## src/rtl/writeback_unit_if.sv

```systemverilog
// ============================================================================
// Module      : writeback_unit_if
// Description : MEM-stage handshake and register-file write port bundle for
//               the writeback unit, plus its forwarding mirror.
// Revision    : 1.0 - initial release
// ============================================================================
`default_nettype none

interface writeback_unit_if #(
  parameter int DATA_WIDTH    = 16,
  parameter int ADDRESS_WIDTH = 3
);
  logic                     flush;
  logic                     in_valid;
  logic                     in_ready;
  logic                     in_wb_en;
  logic [1:0]               in_wb_sel;
  logic [DATA_WIDTH-1:0]    in_alu_result;
  logic [DATA_WIDTH-1:0]    in_mem_data;
  logic [DATA_WIDTH-1:0]    in_imm;
  logic [DATA_WIDTH-1:0]    in_port_data;
  logic [ADDRESS_WIDTH-1:0] in_dest;
  logic                     in_swap;
  logic [DATA_WIDTH-1:0]    in_swap_data;
  logic [ADDRESS_WIDTH-1:0] in_swap_dest;
  logic                     write_enable;
  logic [DATA_WIDTH-1:0]    write_data;
  logic [ADDRESS_WIDTH-1:0] write_address;
  logic                     fwd_valid;
  logic [ADDRESS_WIDTH-1:0] fwd_address;
  logic [DATA_WIDTH-1:0]    fwd_data;
  logic                     busy;

  // MEM-stage side: presents instructions, observes writes
  modport master (
    output flush, in_valid, in_wb_en, in_wb_sel, in_alu_result, in_mem_data,
           in_imm, in_port_data, in_dest, in_swap, in_swap_data, in_swap_dest,
    input  in_ready, write_enable, write_data, write_address,
           fwd_valid, fwd_address, fwd_data, busy
  );

  // Writeback unit side
  modport slave (
    input  flush, in_valid, in_wb_en, in_wb_sel, in_alu_result, in_mem_data,
           in_imm, in_port_data, in_dest, in_swap, in_swap_data, in_swap_dest,
    output in_ready, write_enable, write_data, write_address,
           fwd_valid, fwd_address, fwd_data, busy
  );
endinterface

`default_nettype wire

```

## src/rtl/writeback_unit.sv

```systemverilog
// ============================================================================
// Module      : writeback_unit
// Description : MEM/WB pipeline register and register-file write sequencer.
//               Selects the writeback source, issues SWAP instructions as two
//               consecutive writes (stalling MEM during the first), and
//               mirrors the write port onto the forwarding bus.
//               Optional macro WB_ZERO_REG_EN: R0 reads as zero, so any write
//               addressed to R0 is suppressed (sequencing unchanged).
// Revision    : 1.0 - initial release
// ============================================================================
`default_nettype none

module writeback_unit #(
  parameter int DATA_WIDTH    = 16,
  parameter int ADDRESS_WIDTH = 3
) (
  input  wire logic          clk,
  input  wire logic          rst,
  writeback_unit_if.slave    bus
);

  typedef enum logic [1:0] {
    IDLE = 2'd0,
    WR1  = 2'd1,
    WR2  = 2'd2
  } state_t;

  localparam logic [1:0] c_sel_alu  = 2'b00;
  localparam logic [1:0] c_sel_mem  = 2'b01;
  localparam logic [1:0] c_sel_imm  = 2'b10;

  state_t                   r_state;
  state_t                   w_state_next;
  logic                     r_wb_en;
  logic                     r_swap;
  logic [DATA_WIDTH-1:0]    r_result;
  logic [ADDRESS_WIDTH-1:0] r_dest;
  logic [DATA_WIDTH-1:0]    r_swap_data;
  logic [ADDRESS_WIDTH-1:0] r_swap_dest;

  logic                     w_ready;
  logic                     w_accept;
  logic [DATA_WIDTH-1:0]    w_sel_data;
  logic                     w_we;
  logic [DATA_WIDTH-1:0]    w_data;
  logic [ADDRESS_WIDTH-1:0] w_addr;
  logic                     w_zero_hit;

  // Stall MEM only while the first half of a real swap is on the port;
  // decoded purely from registered state.
  assign w_ready  = !((r_state == WR1) && r_swap && r_wb_en);
  assign w_accept = bus.in_valid && w_ready && !bus.flush;

  // Writeback source mux, evaluated at acceptance
  always_comb begin
    w_sel_data = bus.in_port_data;
    case (bus.in_wb_sel)
      c_sel_alu: w_sel_data = bus.in_alu_result;
      c_sel_mem: w_sel_data = bus.in_mem_data;
      c_sel_imm: w_sel_data = bus.in_imm;
      default:   w_sel_data = bus.in_port_data;
    endcase
  end

  // Next-state decode; flush cancels any pending second write and drops
  // whatever is presented in the same cycle
  always_comb begin
    w_state_next = IDLE;
    if (bus.flush) begin
      w_state_next = IDLE;
    end else begin
      case (r_state)
        WR1:     w_state_next = (r_swap && r_wb_en) ? WR2 : (w_accept ? WR1 : IDLE);
        default: w_state_next = w_accept ? WR1 : IDLE;
      endcase
    end
  end

  // State register and MEM/WB pipeline register
  always_ff @(posedge clk) begin
    if (rst) begin
      r_state     <= IDLE;
      r_wb_en     <= 1'b0;
      r_swap      <= 1'b0;
      r_result    <= '0;
      r_dest      <= '0;
      r_swap_data <= '0;
      r_swap_dest <= '0;
    end else begin
      r_state <= w_state_next;
      if (w_accept) begin
        r_wb_en     <= bus.in_wb_en;
        r_swap      <= bus.in_swap && bus.in_wb_en;
        r_result    <= w_sel_data;
        r_dest      <= bus.in_dest;
        r_swap_data <= bus.in_swap_data;
        r_swap_dest <= bus.in_swap_dest;
      end
    end
  end

  // Write-port drive for the current state; IDLE drives all zeros
  always_comb begin
    w_we   = 1'b0;
    w_data = '0;
    w_addr = '0;
    case (r_state)
      WR1: begin
        w_we   = r_wb_en;
        w_data = r_result;
        w_addr = r_dest;
      end
      WR2: begin
        w_we   = 1'b1;
        w_data = r_swap_data;
        w_addr = r_swap_dest;
      end
      default: begin
        w_we   = 1'b0;
        w_data = '0;
        w_addr = '0;
      end
    endcase
  end

`ifdef WB_ZERO_REG_EN
  assign w_zero_hit = (w_addr == '0);
`else
  assign w_zero_hit = 1'b0;
`endif

  assign bus.in_ready      = w_ready;
  assign bus.write_enable  = w_we && !w_zero_hit;
  assign bus.write_data    = w_data;
  assign bus.write_address = w_addr;
  assign bus.fwd_valid     = w_we && !w_zero_hit;
  assign bus.fwd_address   = w_addr;
  assign bus.fwd_data      = w_data;
  assign bus.busy          = (r_state != IDLE);

endmodule

`default_nettype wire

```

## src/flat_wrapper.sv

```systemverilog
// flat-port wrapper written by rule: the top's interface ports become plain ports
module writeback_unit_flat 
#(
  parameter int DATA_WIDTH    = 16,
  parameter int ADDRESS_WIDTH = 3
)
  (clk, rst, bus_flush, bus_in_valid, bus_in_wb_en, bus_in_wb_sel, bus_in_alu_result, bus_in_mem_data, bus_in_imm, bus_in_port_data, bus_in_dest, bus_in_swap, bus_in_swap_data, bus_in_swap_dest, bus_in_ready, bus_write_enable, bus_write_data, bus_write_address, bus_fwd_valid, bus_fwd_address, bus_fwd_data, bus_busy);
  writeback_unit_if #(.DATA_WIDTH(DATA_WIDTH), .ADDRESS_WIDTH(ADDRESS_WIDTH)) bus_i ();
  input  wire logic clk;
  input  wire logic rst;
  input wire logic [$bits(bus_i.flush)-1:0] bus_flush;
  input wire logic [$bits(bus_i.in_valid)-1:0] bus_in_valid;
  input wire logic [$bits(bus_i.in_wb_en)-1:0] bus_in_wb_en;
  input wire logic [$bits(bus_i.in_wb_sel)-1:0] bus_in_wb_sel;
  input wire logic [$bits(bus_i.in_alu_result)-1:0] bus_in_alu_result;
  input wire logic [$bits(bus_i.in_mem_data)-1:0] bus_in_mem_data;
  input wire logic [$bits(bus_i.in_imm)-1:0] bus_in_imm;
  input wire logic [$bits(bus_i.in_port_data)-1:0] bus_in_port_data;
  input wire logic [$bits(bus_i.in_dest)-1:0] bus_in_dest;
  input wire logic [$bits(bus_i.in_swap)-1:0] bus_in_swap;
  input wire logic [$bits(bus_i.in_swap_data)-1:0] bus_in_swap_data;
  input wire logic [$bits(bus_i.in_swap_dest)-1:0] bus_in_swap_dest;
  output wire logic [$bits(bus_i.in_ready)-1:0] bus_in_ready;
  output wire logic [$bits(bus_i.write_enable)-1:0] bus_write_enable;
  output wire logic [$bits(bus_i.write_data)-1:0] bus_write_data;
  output wire logic [$bits(bus_i.write_address)-1:0] bus_write_address;
  output wire logic [$bits(bus_i.fwd_valid)-1:0] bus_fwd_valid;
  output wire logic [$bits(bus_i.fwd_address)-1:0] bus_fwd_address;
  output wire logic [$bits(bus_i.fwd_data)-1:0] bus_fwd_data;
  output wire logic [$bits(bus_i.busy)-1:0] bus_busy;
  assign bus_i.flush = bus_flush;
  assign bus_i.in_valid = bus_in_valid;
  assign bus_i.in_wb_en = bus_in_wb_en;
  assign bus_i.in_wb_sel = bus_in_wb_sel;
  assign bus_i.in_alu_result = bus_in_alu_result;
  assign bus_i.in_mem_data = bus_in_mem_data;
  assign bus_i.in_imm = bus_in_imm;
  assign bus_i.in_port_data = bus_in_port_data;
  assign bus_i.in_dest = bus_in_dest;
  assign bus_i.in_swap = bus_in_swap;
  assign bus_i.in_swap_data = bus_in_swap_data;
  assign bus_i.in_swap_dest = bus_in_swap_dest;
  assign bus_in_ready = bus_i.in_ready;
  assign bus_write_enable = bus_i.write_enable;
  assign bus_write_data = bus_i.write_data;
  assign bus_write_address = bus_i.write_address;
  assign bus_fwd_valid = bus_i.fwd_valid;
  assign bus_fwd_address = bus_i.fwd_address;
  assign bus_fwd_data = bus_i.fwd_data;
  assign bus_busy = bus_i.busy;
  writeback_unit #(.DATA_WIDTH(DATA_WIDTH), .ADDRESS_WIDTH(ADDRESS_WIDTH)) u_core (.clk(clk), .rst(rst), .bus(bus_i));
endmodule
```

## config.mk

```make
export PLATFORM = sky130hd
export DESIGN_NAME = writeback_unit_flat
export DESIGN_NICKNAME = d
export VERILOG_FILES = /design/src/rtl/writeback_unit_if.sv /design/src/rtl/writeback_unit.sv /design/src/flat_wrapper.sv
export SDC_FILE = /design/constraint.sdc
export NUM_CORES = 1
export LEC_CHECK = 0
export CORE_AREA = 3 3 81 83
export DETAILED_ROUTE_END_ITERATION = 8
export DIE_AREA = 0 0 84 86
export PLACE_DENSITY = 0.85
export REMOVE_ABC_BUFFERS = 1
export SYNTH_ARGS = -nofsm -noshare
export SYNTH_HDL_FRONTEND = slang
export SYNTH_SLANG_ARGS = --single-unit
```

## constraint.sdc

```tcl
create_clock -name clk -period 2.13 [get_ports clk]
set_clock_uncertainty 0.1 [all_clocks]
set_input_delay 0.3195 -clock clk [delete_from_list [all_inputs] [get_ports clk]]
set_output_delay 0.3195 -clock clk [all_outputs]
set_load 0.02 [all_outputs]
```

==> impl_metrics.env, run 1 <==
export IMPL_wl_per_cell_um=15.7
export IMPL_holdBufCountCts=0
export IMPL_cpPeakStageDelay_ns=0.36
export IMPL_power_leakage_uw=0.00136
export IMPL_cts_num_sinks=42
export IMPL_num_rows=28
export IMPL_die_x_um=84
export IMPL_insertedDiodeCount=0
export IMPL_antenna_found_initial=0
export IMPL_ios=136
export IMPL_clk_pin_slew_ns=0.07
export IMPL_dpl_cell_area_mm2=0.00376
export IMPL_postRouteAntennaNets=0
export IMPL_multi_input_area_mm2=0.00137
export IMPL_hpwl_mm=5.30
export IMPL_htreeDepth=2
export IMPL_tightest_slew_ns=0.759
export IMPL_areaGrowthSynthToFinish_pct=48.0
export IMPL_grt_util_all_layers_pct=20.0
export IMPL_cp_buffers_inverters=3
export IMPL_cp_max_fo=8
export IMPL_grt_start_max_net_pins=43
export IMPL_final_nets=485
export IMPL_pwr_density_cell_mw_per_mm2=457
export IMPL_path_class="flip-flop to output port"
export IMPL_layout_common_cells="clkdlybuf4s50_1, dfxtp_1, a21oi_1"
export IMPL_hold_class="flip-flop to flip-flop"
export IMPL_grt_ovfl_total=0
export IMPL_ys_seq_area_share_pct=33.8
export IMPL_final_common_cell="clkdlybuf4s50_1"
export IMPL_routabilityCongestion=0.785
export IMPL_grt_pass1_wl_mm=11.8
export IMPL_syn_area_per_cell_um2=8.82
export IMPL_critPathLaunchType="flip-flop"
export IMPL_status="finished clean"
export IMPL_netlist_instances=282
export IMPL_yosysWarnings=0
export IMPL_root_buffer="clkbuf_8"
export IMPL_clkLatencyLatePin_ns=0.28
export IMPL_utilization_pct=62.2
export IMPL_finalSetupViolCount=0
export IMPL_grt_pass1_vias=2581
export IMPL_cp_arrival_ns=1.70
export IMPL_cts_setup_buffers=0
export IMPL_nFillCells=534
export IMPL_cp_required_ns=1.71
export IMPL_fin_crit_sh_pct=99.3
export IMPL_min_period_ns=2.12
export IMPL_peakVddDrop_uv=237
export IMPL_clock_path_buffers=2
export IMPL_drc_errors=0
export IMPL_setup_tns_ns=0
export IMPL_syn_area_mm2=0.00249
export IMPL_rsz0062_at_grt="true"
export IMPL_drive_above_1_share_pct=21.1
export IMPL_slew_headroom_pct=49.4
export IMPL_hold_violations=0
export IMPL_cp_top_family="buffers and inverters"
export IMPL_slew_viol_final=0
export IMPL_port_buffers=135
export IMPL_die_area_mm2=0.00722
export IMPL_coreArea_mm2=0.00592
export IMPL_fp_dieH_um=86
export IMPL_path_cells="inv_1, ha_1, buf_4, nor2b_1, dlygate4sd2_1"
export IMPL_start_util_pct=42.0
export IMPL_regArea_um2=841
export IMPL_cts_buffers=5
export IMPL_vias=2555
export IMPL_viasPerCell=5.52
export IMPL_fmax_mhz=473
export IMPL_ys_types=23
export IMPL_finalPower_uw=1680
export IMPL_finalWirelength_mm=7.27
export IMPL_drt_iter0_drc=119
export IMPL_cts_tree="yes"
export IMPL_hold_ws_ns=0.378
export IMPL_end_kind="output port"
export IMPL_max_cap_viol_count=0
export IMPL_dr_pass1_iters=4
export IMPL_cp_slowest_cell="dlygate4sd2_1"
export IMPL_r2r_slack_ns=0.23
export IMPL_postLayoutCellArea_mm2=0.00368
export IMPL_ys_seq_elements=42
## layout make-up
type | count | area share [%]
Clock buffer | 7 | 2.07
Tap cell | 75 | 2.55
Multi-Input combinational cell | 184 | 37.2
Inverter | 4 | 0.408
Sequential cell | 42 | 22.8
Timing Repair Buffer | 151 | 35.0
## Yosys cell counts
master / instances / area (um2)
nor3_1: 2 / 10.0
buf_1: 3 / 11.3
clkbuf_1: 16 / 60.1
ha_1: 3 / 37.5
inv_1: 3 / 11.3
clkinv_1: 1 / 3.75
buf_6: 1 / 11.3
mux4_2: 10 / 225
buf_12: 1 / 20.0
buf_4: 20 / 150
a22oi_1: 19 / 143
nand2b_1: 1 / 6.26
a21oi_1: 41 / 205
nand3_1: 39 / 195
and3_1: 1 / 6.26
dfxtp_1: 42 / 841
o21ai_1: 5 / 25.0
nand4_1: 1 / 6.26
mux4_1: 6 / 158
clkbuf_2: 1 / 5.00
o21ai_0: 35 / 175
buf_2: 10 / 50.1
nor2b_1: 21 / 131
## path summary, 6_finish.rpt
check	start	to	cells past startpoint
max	u_core.r_state[0]$_SDFF_PP0_	bus_fwd_data[3]	5
min	u_core.r_swap_data[3]$_SDFFE_PP0P_	u_core.r_swap_data[3]$_SDFFE_PP0P_	2
max reg2reg	u_core.r_state[1]$_SDFF_PP0_	u_core.r_swap_data[10]$_SDFFE_PP0P_	8
min reg2reg	u_core.r_swap_data[3]$_SDFFE_PP0P_	u_core.r_swap_data[3]$_SDFFE_PP0P_	2
## cell families after synthesis
group | Yosys count | synth area share (%)
AOI/OAI and AO/OA | 100 | 22.0
adders and majority gates | 3 | 1.51
buffers and inverters | 56 | 13.0
DFF | 42 | 33.8
muxes | 16 | 15.4
and+or+nand+nor | 65 | 14.3
## state kept, by name, summed over array words and instances, names as in the netlist
signal	flops
u_core.r_swap	1
u_core.r_dest	3
u_core.r_swap_data	16
u_core.r_result	16
u_core.r_swap_dest	3
u_core.r_state	2
u_core.r_wb_en	1
## metrics by stage
stage / setup slack [ns] / instances
finish: 0.0147 / 463
floorplan: -1.07 / 230
global route: -0.0891 / 463
global placement: 0.0327 / 456
detailed placement: -0.0299 / 456
CTS: -0.00203 / 463
## layer usage
layer  part of all wire [%]  vias up  track usage, %
met4                   0.88        0            3.95
met1                     40     1234            23.4
li1                       -     1223               -
met3                    6.2        7            5.28
met2                     53       91            36.7
met5                      0        -               0
## worst register-to-register path: cells and delay by family (launching register included)
family,cells,cell delay (ns)
buf+inv,4,0.67
simple gates,2,0.37
flops,1,0.33
fa+ha+maj,1,0.21
compound gates,1,0.15
## power by group
| part | internal [uW] | leakage, uW | switching (uW) |
|---|---|---|---|
| Combinational | 246 | 0.000977 | 121 |
| Clock | 226 | 0.0000383 | 248 |
| Sequential | 823 | 0.000343 | 19.3 |
| Total | 1290 | 0.00136 | 389 |
## what timing repair did
| item | CTS | global route |
|---|---|---|
| gates resized for setup | 66 | 71 |
| setup endpoints to repair | 41 | 41 |
| hold endpoints to repair | 0 | 0 |
(Power assumes the default switching activity.)
==> run 2: changes to the inputs <==
- CTS_CLUSTER_DIAMETER: default -> 60
- HOLD_SLACK_MARGIN: default -> 0.02
==> results of run 2 <==
The final DEF is identical to that of run 1; final timing and power are the same.
==> run 3: changes to the inputs <==
- GPL_TIMING_DRIVEN: default -> 0
- SLEW_MARGIN: default -> 20
==> run 3 against run 2 <==
Routed wire length grew 14%. Clock power grew 1%. Cell count shrank 0.86%. Via count grew 1.6%. Critical path depth is the same. Largest power group unchanged. Highest routed layer unchanged.
==> impl_metrics.env, run 3 (synthesized netlist as in run 1, its figures left out) <==
export IMPL_status="finished clean"
export IMPL_reg_largest_list="u_core.r_result: 16 flops, u_core.r_swap_data: 16 flops"
export IMPL_die_x_um=84
export IMPL_insertedDiodeCount=0
export IMPL_setup_tns_ns=0
export IMPL_final_common_cell="clkdlybuf4s50_1"
export IMPL_port_buffers=135
export IMPL_postRouteAntennaNets=0
export IMPL_path_class="flip-flop to output port"
export IMPL_pwr_share_seq_pct=49.7
export IMPL_fmax_mhz=489
export IMPL_drt_iter0_drc=132
export IMPL_power_internal_uw=1290
export IMPL_wl_per_cell_um=18.0
export IMPL_clock_path_buffers=2
export IMPL_peakVddDrop_uv=232
export IMPL_critPathLaunchType="flip-flop"
export IMPL_grt_start_max_net_pins=43
export IMPL_rsz0062_at_grt="false"
export IMPL_antenna_found_initial=0
export IMPL_num_rows=28
export IMPL_path_cells="inv_2, ha_4, buf_12, nor2b_1, clkdlybuf4s15_2"
export IMPL_nFillCells=522
export IMPL_cts_num_sinks=42
export IMPL_hold_violations=0
export IMPL_utilization_pct=64.4
export IMPL_htreeDepth=2
export IMPL_cpPeakStageDelay_ns=0.39
export IMPL_hold_class="flip-flop to flip-flop"
export IMPL_cts_buffers=5
export IMPL_drive_above_1_share_pct=22.7
export IMPL_finalWirelength_mm=8.27
export IMPL_routabilityCongestion=0.723
export IMPL_power_frac_comb_pct=21.9
export IMPL_multi_input_area_mm2=0.00141
export IMPL_finalSetupViolCount=0
export IMPL_pwr_density_cell_mw_per_mm2=444
export IMPL_regArea_um2=842
export IMPL_cp_max_fo=10
export IMPL_grt_util_all_layers_pct=21.8
export IMPL_coreArea_mm2=0.00592
export IMPL_slew_viol_final=0
export IMPL_hold_ws_ns=0.378
export IMPL_cts_tree="yes"
export IMPL_clkLatencyLatePin_ns=0.28
export IMPL_grt_ovfl_total=0
export IMPL_finalPower_uw=1690
export IMPL_grt_pass1_vias=2628
export IMPL_layout_common_cells="clkdlybuf4s50_1, a21oi_1, dfxtp_1"
export IMPL_power_switching_uw=399
export IMPL_ios=136
export IMPL_clk_pin_slew_ns=0.08
export IMPL_power_frac_clock_pct=28.4
export IMPL_fp_dieH_um=86
export IMPL_start_util_pct=42.0
export IMPL_cp_required_ns=1.71
export IMPL_root_buffer="clkbuf_8"
export IMPL_hpwl_mm=4.96
export IMPL_fin_ws_ns=0.0849
export IMPL_max_cap_viol_count=0
export IMPL_power_leakage_uw=0.00135
export IMPL_fin_crit_sh_pct=96.0
export IMPL_min_period_ns=2.05
export IMPL_areaGrowthSynthToFinish_pct=53.4
export IMPL_p_sw_share_pct=23.6
export IMPL_viasPerCell=5.65
export IMPL_dr_pass1_iters=4
export IMPL_cp_slowest_cell="dfxtp_1"
export IMPL_slew_headroom_pct=46.9
export IMPL_die_area_mm2=0.00722
export IMPL_end_kind="output port"
export IMPL_holdBufCountCts=0
export IMPL_tightest_slew_ns=0.795
export IMPL_vias=2595
export IMPL_drc_errors=0
export IMPL_grt_pass1_wl_mm=12.6
export IMPL_pre_cts_slack_ns=-1.58
export IMPL_final_nets=481
export IMPL_cp_arrival_ns=1.63
-- run 3: cell count changes in the layout (fill, tap and decap cells not counted), moves of 4 or more --
cell and delta:
buf_4 -10, clkbuf_2 -28, buf_2 +17, a22oi_1 +4, a22oi_2 -4, clkdlybuf4s15_2 +14
-- run 3: metrics by stage --
| stage | cell area [um2] | cells |
|---|---|---|
| floorplan | 2180 | 230 |
| global placement | 3620 | 440 |
| detailed placement | 3660 | 441 |
| CTS | 3810 | 457 |
| global route | 3810 | 459 |
| finish | 3810 | 459 |
-- run 3: path summary, 6_finish.rpt --
check | start | endpoint | slack, ns | cells after the start
max | u_core.r_state[0]$_SDFF_PP0_ | bus_fwd_data[3] | 0.08 | 5
min | u_core.r_swap_data[11]$_SDFFE_PP0P_ | u_core.r_swap_data[11]$_SDFFE_PP0P_ | 0.38 | 2
max reg2reg | u_core.r_state[1]$_SDFF_PP0_ | u_core.r_swap_data[5]$_SDFFE_PP0P_ | 0.35 | 6
min reg2reg | u_core.r_swap_data[11]$_SDFFE_PP0P_ | u_core.r_swap_data[11]$_SDFFE_PP0P_ | 0.38 | 2
-- run 3: critical path, delay by kind of cell (launching register included) --
family        cells  cell delay (ns)
simple gates      1             0.18
fa+ha+maj         1             0.28
buf+inv           3             0.49
flops             1             0.39
-- run 3: area by class of cell --
type                            instances  area share, %
Timing Repair Buffer                  144           35.5
Timing Repair inverter                  1          0.230
Sequential cell                        42           22.1
Tap cell                               75           2.46
Clock buffer                            7           2.00
Inverter                                4          0.722
Multi-Input combinational cell        186           37.0
-- run 3: power by group through the flow --
| stage | sequential (uW) | combinational, uW | clock, uW |
|---|---|---|---|
| after global routing | 846 | 399 | 517 |
| after global placement | 856 | 344 | 0 |
| final | 842 | 371 | 481 |
| after CTS | 841 | 372 | 486 |
| after floorplan | 853 | 130 | 0 |
| after detailed placement | 858 | 359 | 0 |
-- run 3: layer usage --
metal	up-vias	part of all wire [%]	wire length, um	global-route usage (%)
met2	124	53	4360	41.4
met5	-	0	0	0
met1	1242	36	3020	25.2
met3	8	9.6	792	3.75
met4	0	1.2	102	5.99
li1	1221	-	-	-
-- run 3: what timing repair did --
item / 4_1_cts / 5_1_grt
pin swaps: 3 / 0
setup buffers: 7 / 1
endpoints found under the setup margin: 83 / 22
resized for setup: 154 / 13
gates cloned: 2 / 1
